==> config.mk <==
export PLATFORM = sky130hd
export DESIGN_NAME = pipelined_tree_adder
export DESIGN_NICKNAME = d
export VERILOG_FILES = /design/src/rtl/pipelined_tree_adder.sv
export SDC_FILE = /design/constraint.sdc
export NUM_CORES = 2
export LEC_CHECK = 0
export ABC_CLOCK_PERIOD_IN_PS = 7900
export BUFFER_PORTS_ARGS = -buffer_cell sky130_fd_sc_hd__clkbuf_2
export CAP_MARGIN = 5
export CORE_AREA = 2 2 471 473
export CTS_CLUSTER_DIAMETER = 100
export DETAILED_ROUTE_END_ITERATION = 10
export DIE_AREA = 0 0 473 475
export GPL_TIMING_DRIVEN = 0
export MAX_ROUTING_LAYER = met4
export PLACE_DENSITY = 0.75
export SLEW_MARGIN = 25
export SYNTH_ARGS = -nofsm -noshare
export SYNTH_HDL_FRONTEND = slang
export SYNTH_SLANG_ARGS = --single-unit
==> constraint.sdc <==
create_clock -name clk -period 7.9 [get_ports clk]
set_input_delay 1.58 -clock clk [delete_from_list [all_inputs] [get_ports clk]]
set_output_delay 1.58 -clock clk [all_outputs]
set_load 0.005 [all_outputs]
==> src/rtl/pipelined_tree_adder.sv <==
// pipelined_tree_adder: registered binary-tree reduction of N_IN signed operands per beat,
// with optional frame accumulation and wrap/saturate conversion to OUT_W.
module pipelined_tree_adder #(
    parameter int N_IN    = 32,
    parameter int IN_W    = 36,
    parameter int OUT_W   = 32,
    parameter int ACC_EXT = 8,
    parameter int SAT     = 0
) (
    input  logic                 clk,
    input  logic                 rst_n,
    input  logic                 in_valid,
    output logic                 in_ready,
    input  logic [N_IN*IN_W-1:0] in_data,
    input  logic                 in_last,
    input  logic                 acc_en,
    output logic                 out_valid,
    input  logic                 out_ready,
    output logic [OUT_W-1:0]     out_data,
    output logic                 out_ovf
);
    localparam int LEVELS = $clog2(N_IN);
    localparam int TREE_W = IN_W + LEVELS;
    localparam int ACC_W  = TREE_W + ACC_EXT;

    logic advance;
    logic out_valid_q, out_valid_d, out_ovf_q, out_ovf_d;
    logic [OUT_W-1:0] out_data_q, out_data_d;
    logic signed [ACC_W-1:0] acc_q, acc_d, s, v;
    logic [ACC_W-OUT_W:0] hi;
    logic ovf, emit, t_v, t_a, t_l;

    assign advance   = !out_valid_q | out_ready;
    assign in_ready  = advance;
    assign out_valid = out_valid_q;
    assign out_data  = out_data_q;
    assign out_ovf   = out_ovf_q;

    for (genvar j = 0; j < LEVELS; j++) begin : lvl
        logic v_q, a_q, l_q, v_d, a_d, l_d;
        if (j == 0) begin : ctl0
            assign v_d = in_valid;
            assign a_d = acc_en;
            assign l_d = in_last;
        end else begin : ctln
            assign v_d = lvl[j-1].v_q;
            assign a_d = lvl[j-1].a_q;
            assign l_d = lvl[j-1].l_q;
        end
        always_ff @(posedge clk or negedge rst_n) begin
            if (!rst_n) begin
                v_q <= 1'b0;
                a_q <= 1'b0;
                l_q <= 1'b0;
            end else if (advance) begin
                v_q <= v_d;
                a_q <= a_d;
                l_q <= l_d;
            end
        end
        for (genvar i = 0; i < (N_IN >> (j + 1)); i++) begin : nd
            logic signed [TREE_W-1:0] a, b, q;
            if (j == 0) begin : leaf
                assign a = TREE_W'($signed(in_data[(2*i)*IN_W +: IN_W]));
                assign b = TREE_W'($signed(in_data[(2*i+1)*IN_W +: IN_W]));
            end else begin : inner
                assign a = lvl[j-1].nd[2*i].q;
                assign b = lvl[j-1].nd[2*i+1].q;
            end
            always_ff @(posedge clk or negedge rst_n) begin
                if (!rst_n) q <= '0;
                else if (advance) q <= a + b;
            end
        end
    end

    assign t_v = lvl[LEVELS-1].v_q;
    assign t_a = lvl[LEVELS-1].a_q;
    assign t_l = lvl[LEVELS-1].l_q;

    // v is acc+s for accumulating beats, so a closing beat and a mid-frame beat share the adder
    always_comb begin
        s           = ACC_W'(lvl[LEVELS-1].nd[0].q);
        v           = t_a ? acc_q + s : s;
        hi          = v[ACC_W-1:OUT_W-1];
        ovf         = !(&hi || !(|hi));
        emit        = t_v & (!t_a | t_l);
        out_valid_d = emit;
        out_ovf_d   = emit ? ovf : out_ovf_q;
        out_data_d  = !emit ? out_data_q :
                      (SAT != 0 && ovf) ? (v[ACC_W-1] ? {1'b1, {(OUT_W-1){1'b0}}} : {1'b0, {(OUT_W-1){1'b1}}}) :
                      v[OUT_W-1:0];
        acc_d       = (t_v & t_a) ? (t_l ? '0 : v) : acc_q;
    end

    always_ff @(posedge clk or negedge rst_n) begin
        if (!rst_n) begin
            out_valid_q <= 1'b0;
            out_data_q  <= '0;
            out_ovf_q   <= 1'b0;
            acc_q       <= '0;
        end else if (advance) begin
            out_valid_q <= out_valid_d;
            out_data_q  <= out_data_d;
            out_ovf_q   <= out_ovf_d;
            acc_q       <= acc_d;
        end
    end
endmodule

==> results.md <==
* Fillcell total at 20700
* Status: finished, final reports clean
* Overall Power at 57.3 mW
* Worst R2R Start: out_valid$_DFFE_PN0P_
* Boundary pin count at 1193
* Worst vdd ir at 0.000319 V
* DPL Wire Length at 353 mm
* Final hold violation count at 0
* Routed Antenna Nets at 0
* WP data arrival at 4.81 ns
* Layout net count at 16400
* RSZ-0062 raised after global routing: false
* Vias at 104000
* Commonest non-fill, non-tap cell in the layout: a21oi_1
* Clock transition at path regs at 0.06 ns
* Initial antenna violation count at 82
* Total wire length at 428 mm
* Dominant synthesized flop cell: dfrtp_1
* Leakage at 57.4 nW
* Rows at 172
* Pwr/cell area at 469 nW/um^2
* CTS tree: yes
* Fin crit share at 0.809
* Clock H-tree levels at 4
* Synth Register Bits at 1305
* Avg Inst Size Synth at 8.34 um^2
* Starting density of the core at 0.482
* Drt first-iter violations at 9773
* Crit path time final at 6.39 ns
* Clk Latency, worst-skew pair at 0.81 ns
* Cell variety after synth at 97
* Final RePlAce weighted congestion at 1.06
* Max-slew violations at 0
* Post-Syn Area at 106000 um^2
* DR DRC count at 0
* Setup violations, final at 0
* Layout cells sized above 1 at 0.123
* Port Buf Inserts at 1192
* Global-route wire length before repair at 620 mm
* Startpoint types: input port
* Global route overflow at 0
* CTS resizes at 0
* Class of the worst hold path: flop to flop
* Worst hold path endpoint: lvl[1].v_q$_DFFE_PN0P_
* Most frequent cells in the layout: a21oi_1 (1571), dfrtp_1 (1305), nand2_1 (1264)
* Setup Total Neg Slack at 0 ns
* CTS Buf Count at 151
* Share of flip-flops with an asynchronous set or reset at 1.00
* CP max FO at 10
* Synthesis-to-layout area growth at 15.7%
* Routed len/inst at 25.0 um
* Slew headroom at 0.197
* Hold path cells at 2
* GR Util All Layers at 0.379
* Largest net degree at the start of global routing at 88
* Worst EP required at 6.32 ns
* Die X-Extent at 473 um
* Post-Syn Instances at 12600
* Critical path class: input port to output pin
* Area of the core at 219000 um^2
* Vias in the first global route at 96900
* Clock Skew at 0.0275 ns
* Clock Sinks at 1305
* Reg2Reg Depth at 10
* DRT Pass-1 Iters at 6
* Clock tree buffer depth at 3
* Cts hold-fix bufs at 0
* Internal reg-to-reg setup slack at 2.57 ns
* Sequential share of the synthesized area at 0.309
* Post-synth net total at 15000
* Clk Tree Root Cell: clkbuf_16
* Min-delay src: lvl[1].v_q$_DFFE_PN0P_
* Maximum Capacitance Violations at 0
* Synth warnings at 0
* Worst setup EP type: output pin
* DIE AREA at 225000 um^2
* Post-synth EDFFs at 0
* # Post-CTS Setup Buffers at 0
* Die Y at 475 um
* Slew of the pin with the lowest slew margin at 1.20 ns
* Max Freq at 0.156 GHz
* Detail-routed via count per cell at 6.06
* RR Endpoint: lvl[0].nd[1].q[22]$_DFFE_PN0P_
==> state kept, by name, indices dropped and copies added (netlist names) <==
signal	count
lvl.nd.q	1207
out_valid	1
lvl.a_q	5
out_data	32
lvl.v_q	5
lvl.l_q	5
acc_q	49
out_ovf	1
==> worst max-delay path by stage <==
| stage | from | end | slack, ns | cells after the start |
|---|---|---|---|---|
| after global routing | out_ready | in_ready | 1.63 | 8 |
| after CTS | out_ready | in_ready | 1.72 | 8 |
| after detailed placement | out_ready | lvl[0].nd[1].q[22]$_DFFE_PN0P_ | 1.48 | 11 |
| after floorplan | in_data[144] | lvl[0].nd[2].q[39]$_DFFE_PN0P_ | 3.44 | 14 |
| final | out_ready | in_ready | 1.51 | 8 |
| after global placement | rst_n | lvl[0].nd[0].q[18]$_DFFE_PN0P_ | -27.12 | 1 |
==> Yosys cell counts, drive strengths merged, types with 36 or more instances <==
cell type	n	share of area
o21a	173	0.012
o31ai	143	0.010
inv	385	0.014
o211ai	64	0.0046
or3	68	0.0040
or2	52	0.0031
o21bai	129	0.0092
buf	56	0.0021
and2	54	0.0032
nor3	240	0.011
a21boi	47	0.0033
a21oi	1571	0.075
xnor2	456	0.038
ha	1200	0.14
nor2	1206	0.043
a21o	561	0.040
nand3	239	0.011
a211oi	125	0.0089
nor3b	54	0.0039
a31oi	122	0.0072
o2111ai	36	0.0030
nand2b	182	0.011
nand2	1264	0.045
o21ai	1053	0.050
nor2b	134	0.0079
and3	96	0.0057
xor2	514	0.043
dfrtp	1305	0.31
nand4	91	0.0054
clkbuf	364	0.013
==> final cells by class <==
cell class	instances	area, um^2	share of cell area
inverter	386	1450	0.0119
clock inverter	67	871	0.00713
sequential	1305	32700	0.267
timing repair buffer	1255	7560	0.0619
antenna	73	183	0.00150
tap	2871	3590	0.0294
buffer	420	1700	0.0139
clock buffer	202	4250	0.0348
multi-input combinational	10500	69800	0.572
==> cell families (layout without fill, tap and decap cells) <==
family	Yosys count	after routing	share of synthesized area
compound gates	4479	4479	0.264
simple gates	3804	3804	0.164
xor+xnor	970	970	0.0805
fa+ha+maj	1232	1232	0.148
mux	49	49	0.00484
flops	1305	1305	0.309
buf+inv	806	2330	0.0288
other cells	0	73	0
==> routing by layer <==
layer	track usage	share of wire	up-vias
li1	-	-	48900
met1	0.478	0.41	49600
met2	0.582	0.45	4291
met3	0.0684	0.081	869
met4	0.194	0.059	0
met5	-	0	-
==> report_power, final <==
group          leakage [nW]  switching, mW  total, mW  internal [mW]
registers              15.3           3.11       13.2           10.1
logic                  39.6           22.3       36.7           14.4
clock network          2.48           3.08       7.40           4.32
total                  57.4           28.5       57.3           28.8
==> worst max-delay path: stages <==
cell      delay, ns
clkbuf_2       0.08
nor2b_1        0.12
inv_1          0.11
clkbuf_2       0.59
clkbuf_2       0.63
clkbuf_1       0.76
clkbuf_2       0.68
clkbuf_2       0.23
==> metrics by stage <==
step                      worst slack (ns)  utilization  instance area [um^2]  std cells  hold WS, ns
after floorplan                       3.44            -                106000      12600        0.439
final                                 1.51        0.557                122000      17100        0.469
after detailed placement              1.48        0.533                117000      16800        0.457
after global placement              -27.12        0.525                115000      16700        0.452
after CTS                             1.72        0.556                122000      17000        0.469
after global routing                  1.63        0.557                122000      17100        0.490
(Power assumes the default switching activity.)
